==> config.mk <==
export PLATFORM = sky130hd
export DESIGN_NAME = multicycle_control_fsm
export DESIGN_NICKNAME = d
export VERILOG_FILES = /design/src/rtl/multicycle_control_fsm.sv
export SDC_FILE = /design/constraint.sdc
export NUM_CORES = 1
export LEC_CHECK = 0
export ABC_AREA = 1
export BUFFER_PORTS_ARGS = -buffer_cell sky130_fd_sc_hd__buf_2
export CORE_ASPECT_RATIO = 0.7
export CORE_UTILIZATION = 45
export DETAILED_ROUTE_END_ITERATION = 16
export PLACE_DENSITY = 0.84
export SLEW_MARGIN = 20
export SYNTH_ARGS = -nofsm -noshare
export SYNTH_HDL_FRONTEND = slang
export SYNTH_SLANG_ARGS = --single-unit
==> constraint.sdc <==
create_clock -name clk -period 1.89 [get_ports clk]
set_input_delay 0.0945 -clock clk [delete_from_list [all_inputs] [get_ports clk]]
set_output_delay 0.0945 -clock clk [all_outputs]
set_load 0.02 [all_outputs]
==> src/rtl/multicycle_control_fsm.sv <==
// Multi-cycle MIPS control sequencer: steps each instruction through
// FETCH/DECODE/EXEC/MEM/WB over a shared req/ready memory port. It has a
// wait-state timeout, optional bne decode, a sticky ERROR state and a
// retired-instruction counter.
module multicycle_control_fsm #(
  parameter int unsigned TIMEOUT  = 16,
  parameter bit          EN_BNE   = 1'b1,
  parameter int unsigned CNT_W    = 32,
  parameter int unsigned ALUSRC_W = 2
) (
  input  logic                clk,
  input  logic                reset,
  input  logic [5:0]          opcode,
  input  logic [5:0]          funct,
  input  logic                mem_ready,
  output logic                mem_req,
  output logic                iord,
  output logic                memread,
  output logic                memwrite,
  output logic                irwrite,
  output logic                pcwrite,
  output logic                branch,
  output logic                branch_ne,
  output logic                jump,
  output logic                regdest,
  output logic                regwrite,
  output logic                memtoreg,
  output logic [ALUSRC_W-1:0] alusrc,
  output logic [2:0]          state,
  output logic                error,
  output logic [CNT_W-1:0]    instr_retired
);

  typedef enum logic [2:0] {
    IDLE   = 3'd0,
    FETCH  = 3'd1,
    DECODE = 3'd2,
    EXEC   = 3'd3,
    MEM    = 3'd4,
    WB     = 3'd5,
    ERROR  = 3'd6
  } state_t;

  localparam logic [5:0] OP_R    = 6'h00;
  localparam logic [5:0] OP_J    = 6'h02;
  localparam logic [5:0] OP_BEQ  = 6'h04;
  localparam logic [5:0] OP_BNE  = 6'h05;
  localparam logic [5:0] OP_ADDI = 6'h08;
  localparam logic [5:0] OP_LW   = 6'h23;
  localparam logic [5:0] OP_SW   = 6'h2B;

  localparam logic [ALUSRC_W-1:0] SRC_REG   = '0;
  localparam logic [ALUSRC_W-1:0] SRC_IMM   = ALUSRC_W'(1);
  localparam logic [ALUSRC_W-1:0] SRC_SHAMT = ALUSRC_W'(2);

  localparam int unsigned     WAIT_W    = (TIMEOUT > 0) ? $clog2(TIMEOUT + 1) : 1;
  localparam logic [WAIT_W-1:0] WAIT_LAST = WAIT_W'((TIMEOUT > 0) ? TIMEOUT - 1 : 0);
  localparam bit              TO_EN     = (TIMEOUT != 0);

  state_t             state_q, state_d;
  logic [WAIT_W-1:0]  wait_q, wait_d;
  logic [CNT_W-1:0]   retired_q, retired_d;
  logic               retire;

  // Opcode classes; the IR holds the opcode steady from DECODE onwards.
  logic is_r, is_j, is_beq, is_bne, is_addi, is_lw, is_sw, is_legal, is_shift;
  logic timed_out;

  assign is_r      = (opcode == OP_R);
  assign is_j      = (opcode == OP_J);
  assign is_beq    = (opcode == OP_BEQ);
  assign is_bne    = EN_BNE && (opcode == OP_BNE);
  assign is_addi   = (opcode == OP_ADDI);
  assign is_lw     = (opcode == OP_LW);
  assign is_sw     = (opcode == OP_SW);
  assign is_legal  = is_r | is_addi | is_lw | is_sw | is_beq | is_bne;
  assign is_shift  = (funct == 6'h00) || (funct == 6'h02);
  // The cycle whose wait would bring the count to TIMEOUT is the last allowed.
  assign timed_out = TO_EN && (wait_q == WAIT_LAST) && !mem_ready;

  assign state         = state_q;
  assign instr_retired = retired_q;

  // State, wait counter and retired counter registers.
  always_ff @(posedge clk or posedge reset) begin
    if (reset) begin
      state_q   <= IDLE;
      wait_q    <= '0;
      retired_q <= '0;
    end else begin
      state_q   <= state_d;
      wait_q    <= wait_d;
      retired_q <= retired_d;
    end
  end

  // Next-state, wait-counter update and state-decoded control strobes.
  always_comb begin
    state_d   = state_q;
    wait_d    = wait_q;
    retire    = 1'b0;
    mem_req   = 1'b0;
    iord      = 1'b0;
    memread   = 1'b0;
    memwrite  = 1'b0;
    irwrite   = 1'b0;
    pcwrite   = 1'b0;
    branch    = 1'b0;
    branch_ne = 1'b0;
    jump      = 1'b0;
    regdest   = 1'b0;
    regwrite  = 1'b0;
    memtoreg  = 1'b0;
    alusrc    = SRC_REG;
    error     = 1'b0;

    case (state_q)
      IDLE: begin
        state_d = FETCH;
        wait_d  = '0;
      end
      FETCH: begin
        mem_req = 1'b1;
        memread = 1'b1;
        if (mem_ready) begin
          irwrite = 1'b1;
          pcwrite = 1'b1;
          wait_d  = '0;
          state_d = DECODE;
        end else if (timed_out) begin
          state_d = ERROR;
        end else if (TO_EN) begin
          wait_d = wait_q + 1'b1;
        end
      end
      DECODE: begin
        if (is_j) begin
          pcwrite = 1'b1;
          jump    = 1'b1;
          retire  = 1'b1;
          wait_d  = '0;
          state_d = FETCH;
        end else if (is_legal) begin
          state_d = EXEC;
        end else begin
          state_d = ERROR;
        end
      end
      EXEC: begin
        if (is_r) begin
          alusrc  = is_shift ? SRC_SHAMT : SRC_REG;
          state_d = WB;
        end else if (is_addi) begin
          alusrc  = SRC_IMM;
          state_d = WB;
        end else if (is_lw || is_sw) begin
          alusrc  = SRC_IMM;
          wait_d  = '0;
          state_d = MEM;
        end else if (is_beq || is_bne) begin
          branch    = 1'b1;
          branch_ne = is_bne;
          retire    = 1'b1;
          wait_d    = '0;
          state_d   = FETCH;
        end else begin
          state_d = ERROR;
        end
      end
      MEM: begin
        mem_req  = 1'b1;
        iord     = 1'b1;
        memread  = is_lw;
        memwrite = is_sw;
        if (mem_ready) begin
          wait_d = '0;
          if (is_lw) begin
            state_d = WB;
          end else begin
            retire  = 1'b1;
            state_d = FETCH;
          end
        end else if (timed_out) begin
          state_d = ERROR;
        end else if (TO_EN) begin
          wait_d = wait_q + 1'b1;
        end
      end
      WB: begin
        regwrite = 1'b1;
        regdest  = is_r;
        memtoreg = is_lw;
        retire   = 1'b1;
        wait_d   = '0;
        state_d  = FETCH;
      end
      ERROR: begin
        error = 1'b1;
      end
      default: begin
        state_d = ERROR;
      end
    endcase

    retired_d = retired_q + CNT_W'(retire);
  end

endmodule
Word level (Yosys, flattened, before mapping)
Index checks and enable logic that the tools add are counted.
{"block": "word_totals", "register_bits": 40, "wordCells": 91}
{"block": "op_classes", "add_sub_neg": 2, "n_eq_ne": 19, "mux": 50, "bitwise_logic": 5, "n_reduce_logical": 12}
{"op": "two-way mux 5 bit", "n": 7}
{"op": "adder 32 x 1 -> 32 bit", "n": 1}
{"op": "two-way mux 3 bit", "n": 10}
{"op": "two-way mux 1 bit", "n": 25}
{"op": "one-hot mux 5 bit (4 select lines)", "n": 1}
{"op": "one-hot mux 3 bit (6 select lines)", "n": 1}
{"op": "equality test 6 x 2 -> 1 bit (second input constant)", "n": 2}
{"op": "equality test 6 x 3 -> 1 bit (second input constant)", "n": 2}
{"op": "equality test 6 bit (second input constant)", "n": 2}
{"op": "logical NOT 6 bit", "n": 2}
{"op": "equality test 3 bit (second input constant)", "n": 3}
{"op": "equality test 3 x 2 -> 1 bit (second input constant)", "n": 2}
{"op": "equality test 6 x 4 -> 1 bit (second input constant)", "n": 1}
{"op": "two-way mux 2 bit", "n": 3}
{"op": "inequality test 2 bit (second input constant)", "n": 3}
{"op": "inequality test 3 bit (second input constant)", "n": 2}
{"op": "AND reduction 6 bit", "n": 1}
{"op": "adder 5 x 1 -> 5 bit (second input constant)", "n": 1}
{"op": "equality test 5 x 4 -> 1 bit (second input constant)", "n": 1}
{"op": "OR 1 bit", "n": 5}
{"op": "one-hot mux 1 bit (2 select lines)", "n": 2}
{"op": "one-hot mux 1 bit (4 select lines)", "n": 1}
{"op": "nonzero test 4 bit", "n": 1}
{"op": "OR reduction 2 bit", "n": 2}
{"op": "5 further kinds", "n": 7}

Depth between registers and ports, before layout
{"block": "depth", "word_depth": 9, "ltp_mapped": 15, "mapped_depth_nobuf": 15}

Least setup slack after synthesis
Ideal clock, no wire load.
{"block": "synth_timing", "kind": "flip-flop to flip-flop", "start": "reg state_q[0] (netlist: state[0])", "end": "reg retired_q[30] (netlist: instr_retired[30])", "setup_ns": 0.117, "arrival_ns": 2.466, "path_slack_ns": -0.693, "path_stages_with_launch": 16, "path_buffers": 0, "synth_period_minus_slack_ns": 2.583, "cell_sequence": "dfrtp_1 > nand2_1 > nor2_4 > inv_1 > nor2_1 > nor3_1 > o21ai_0 > ha_1 > ha_1 > nand3_2 > nor2_4 > inv_2 > nor2_2 > nand2_1 > nand2_1 > nand2_1"}
{"block": "synth_via", "elab_chain_len": 3, "word_cells_on_any_way": 6}
{"element": "start: declaration", "line_no": "60", "source": "state_t state_q, state_d;"}
{"element": "start signal: assignment", "line_no": "91", "source": "state_q <= state_d;"}
{"element": "equality test 3 bit or equality test 3 x 2 -> 1 bit (tied branches)", "line_no": "117", "source": "case (state_q)"}
{"element": "one-hot mux 1 bit (4 select lines) *", "line_no": "117"}
{"element": "adder 32 x 1 -> 32 bit *", "line_no": "205", "source": "retired_d = retired_q + CNT_W'(retire);"}
{"element": "net retired_d[30]", "line_no": "62", "source": "logic [CNT_W-1:0] retired_q, retired_d;"}
{"element": "end signal: assignment", "line_no": "93", "source": "retired_q <= retired_d;"}
{"element": "end: declaration", "line_no": "62"}
The timed path passes the listed nets; every way through them passes the cells marked *.
A chain may end at the register's enable or synchronous reset.

Worst setup path after layout
{"block": "layout_timing", "start": "reg state_q[1] (netlist: state[1])", "end": "reg retired_q[29] (netlist: instr_retired[29])"}
The elaborated chain is that of the path after synthesis.

==> metrics.yaml <==
status: "complete, but fails checks"
violations: "negative setup slack"
p_per_area_nw_per_um2: 629.3
min_period_ps: 2015
clkTransAtPathRegs_ps: 80
fin_crit_sh_pct: 106.6
synth_compound_area_share_pct: 2.057
yosys.area_share.simple_pct: 43.15
slew_viol_final: 0
finClkSkew_ps: 8.746
final_cells: 520
p_leak_nw: 1.708
synthAdderAreaFrac_pct: 2.007
worst_setup_path_start_kind: "flip-flop"
crit_family: "simple AND/OR/NAND/NOR gates"
nNetsFinal: 466
max-cap-violations: 0
avgSynthCellArea_sq_um: 7.207
rsz0062_at_grt: "yes"
relSlewSlack_pct: 66.72
die_area_sq_um: 5848
cp_cell_sequence: "inv_2, nor2_4, nand2_2, nor2_4, nor3_2, o21ai_1, ha_2, nand2_2, nor2_4, nand3_4, nor2_4, nand2_1, xnor2_1"
whs_path_depth: 4
grt_util_all_layers_pct: 23.63
synth_cell_types: 23
max_stage_delay_ps: 420
hold-worst-slack_ps: 160.9
cts_tree: "yes"
synth_xor_area_share_pct: 7.376
crit_top_cell: "nor2_4"
worstSkewPairLatency_ps: 300
min-delay-start: "mem_ready"
path_max_fanout: 5
max_freq_ghz: 0.4964
ys_ff_latch: 40
r2r-end: "instr_retired[29]$_DFF_PP0_"
hold_violations: 0
start_util_pct: 47.18
synth_top_family_by_area: "simple AND/OR/NAND/NOR gates"
cts_root_buffer: "clkbuf_8"
dp.cells: 507
required_ps: 2080
antenna_found_initial: 0
layout-drive-gt1-share_pct: 34.60
vias: 2577
reg2reg_from: "state[1]$_DFFE_PP0N_"
grt_pass1_wl_microns: 10680
drtIter0Drc: 206
io-pin-count: 65
vdd_drop_max_mv: 0.5766
overflow: 0
synth_cells: 346
dp_slack_ps: -149.6
syn_area_sq_um: 2494
yosysWarnings: 0
cts_buffers: 5
finalWeightedCongestion: 0.9300
critical_path.endpoint_type: "flip-flop"
post-dp-hpwl_microns: 5226
tightest_slew_ps: 499.2
h-tree-depth: 2
setup_ws_ps: -124.5
drc: 0
path_buf_inv: 1
wl_microns: 6628
routed_via_density: 4.956
cts_buffer_depth: 2
synth_nets: 365
fp.dieH_microns: 64.28
grt_max_degree: 41
setup_tns_ps: -1195
worstRegToRegCells: 13
grt_pass1_vias: 2249
area_growth_pct: 36.48
r2r_slack_ps: -120
cp_data_arrival_time_ps: 2210
routedWlPerCell_microns: 12.75
antenna_cells: 0
dr.pass1.iters: 5
min_path_type: "input port to flip-flop"
io_buffer_count: 63
crit_type: "flip-flop to flip-flop"
setup_viol: 20
design.core.area_sq_um: 5285
die_x_microns: 90.98
slowest_stage: "dfrtp_2"
clock-sinks: 40
antenna_left: 0
muxShareOfSynthArea_pct: 0
seq_area_frac_synth_pct: 40.14
whs_endpoint: "state[1]$_DFFE_PP0N_"
row_count: 22
metrics by stage:
stage	area [sq um]	utilization, %	power [mW]
global route	3403	64.39	2.240
global placement	3158	59.75	1.428
finish	3403	64.39	2.142
CTS	3322	62.86	2.143
floorplan	2557	-	1.238
detailed placement	3158	59.75	1.437
kinds of logic after synthesis:
logic type | Yosys count
and+or+nand+nor | 236
DFF | 40
xor gates and xnor gates | 21
buffers and inverters | 35
adders and majority gates | 4
AOI/OAI and AO/OA | 10
flip-flops by register name, summed over array words and instances (netlist names):
register / count
wait_q: 5
instr_retired: 32
state: 3
final cells by class:
| class | count | area [sq um] |
|---|---|---|
| clock buffer | 5 | 68.82 |
| clock inverter | 3 | 42.54 |
| fill | 465 | 1882 |
| inverter | 35 | 136.4 |
| multi-input combinational | 271 | 1491 |
| sequential | 40 | 1005 |
| tap | 72 | 90.09 |
| timing repair buffer | 94 | 569.3 |
routing by layer:
metal | routed length, microns | track usage, %
met1 | 3195 | 35.52
met5 | 0 | 0
met2 | 2840 | 33.90
met4 | 119 | 7.540
met3 | 472 | 4.643
cells in the final DEF (no fill, tap or decap), types with 6 or more instances in the layout:
cell type    n
nand2_1    104
buf_2       63
nor2_1      52
dfrtp_1     37
inv_1       26
buf_4       25
nand3_1     24
nor2_4      14
nand2_2     11
xor2_1      11
xnor2_1      8
inv_2        6
nand4_1      6
nor3_1       6
cell usage after synthesis:
library cell  count  area share [%]
nor3_1            7             1.4
nand4_1           6             1.5
nand3_1          24             4.8
nand3b_1          5             1.5
inv_1            33             5.0
or2_2             1            0.25
nand3_2           5             2.0
nor2_2            5             1.3
o21ai_0           5             1.0
dfrtp_1          40              40
o22ai_1           1            0.25
nand2_1         114              17
nor2_4            6             2.7
nand2_2           2            0.50
nor2_1           59             8.9
xor2_1           12             4.2
inv_2             1            0.15
nand3_4           1            0.70
clkinv_1          1            0.15
xnor2_1           9             3.2
a21oi_1           4            0.80
ha_1              4             2.0
nand2_4           1            0.45
worst register-to-register path, stage by stage, from the launching register on:
cell and delay [ps]:
dfrtp_2 420, inv_2 70, nor2_4 120, nand2_2 80, nor2_4 90, nor3_2 50
o21ai_1 80, ha_2 230, nand2_2 80, nor2_4 220, nand3_4 140, nor2_4 130
nand2_1 70, xnor2_1 120
report_power, final:
part / switching (mW) / internal [mW]
sequential: 0.0919 / 0.914
clock: 0.314 / 0.391
combinational: 0.259 / 0.172
total: 0.665 / 1.48
worst max path at each step:
stage	cells past startpoint	end	slack, ps	start
detailed placement	13	instr_retired[27]$_DFF_PP0_	-150	state[1]$_DFFE_PP0N_
global placement	13	instr_retired[29]$_DFF_PP0_	-80	state[1]$_DFFE_PP0N_
CTS	13	instr_retired[29]$_DFF_PP0_	-130	state[1]$_DFFE_PP0N_
floorplan	15	instr_retired[30]$_DFF_PP0_	-250	state[0]$_DFFE_PP0N_
global route	13	instr_retired[25]$_DFF_PP0_	-270	state[1]$_DFFE_PP0N_
finish	13	instr_retired[29]$_DFF_PP0_	-120	state[1]$_DFFE_PP0N_
what timing repair did:
action	4_1_cts	5_1_grt
buffers inserted	1	4
endpoints found under the setup margin	25	28
gates resized for setup	13	18
hold endpoints to repair	40	0
pin swaps	13	8
hold buffers	1	0
No activity file was read; power rests on OpenSTA's default activity.
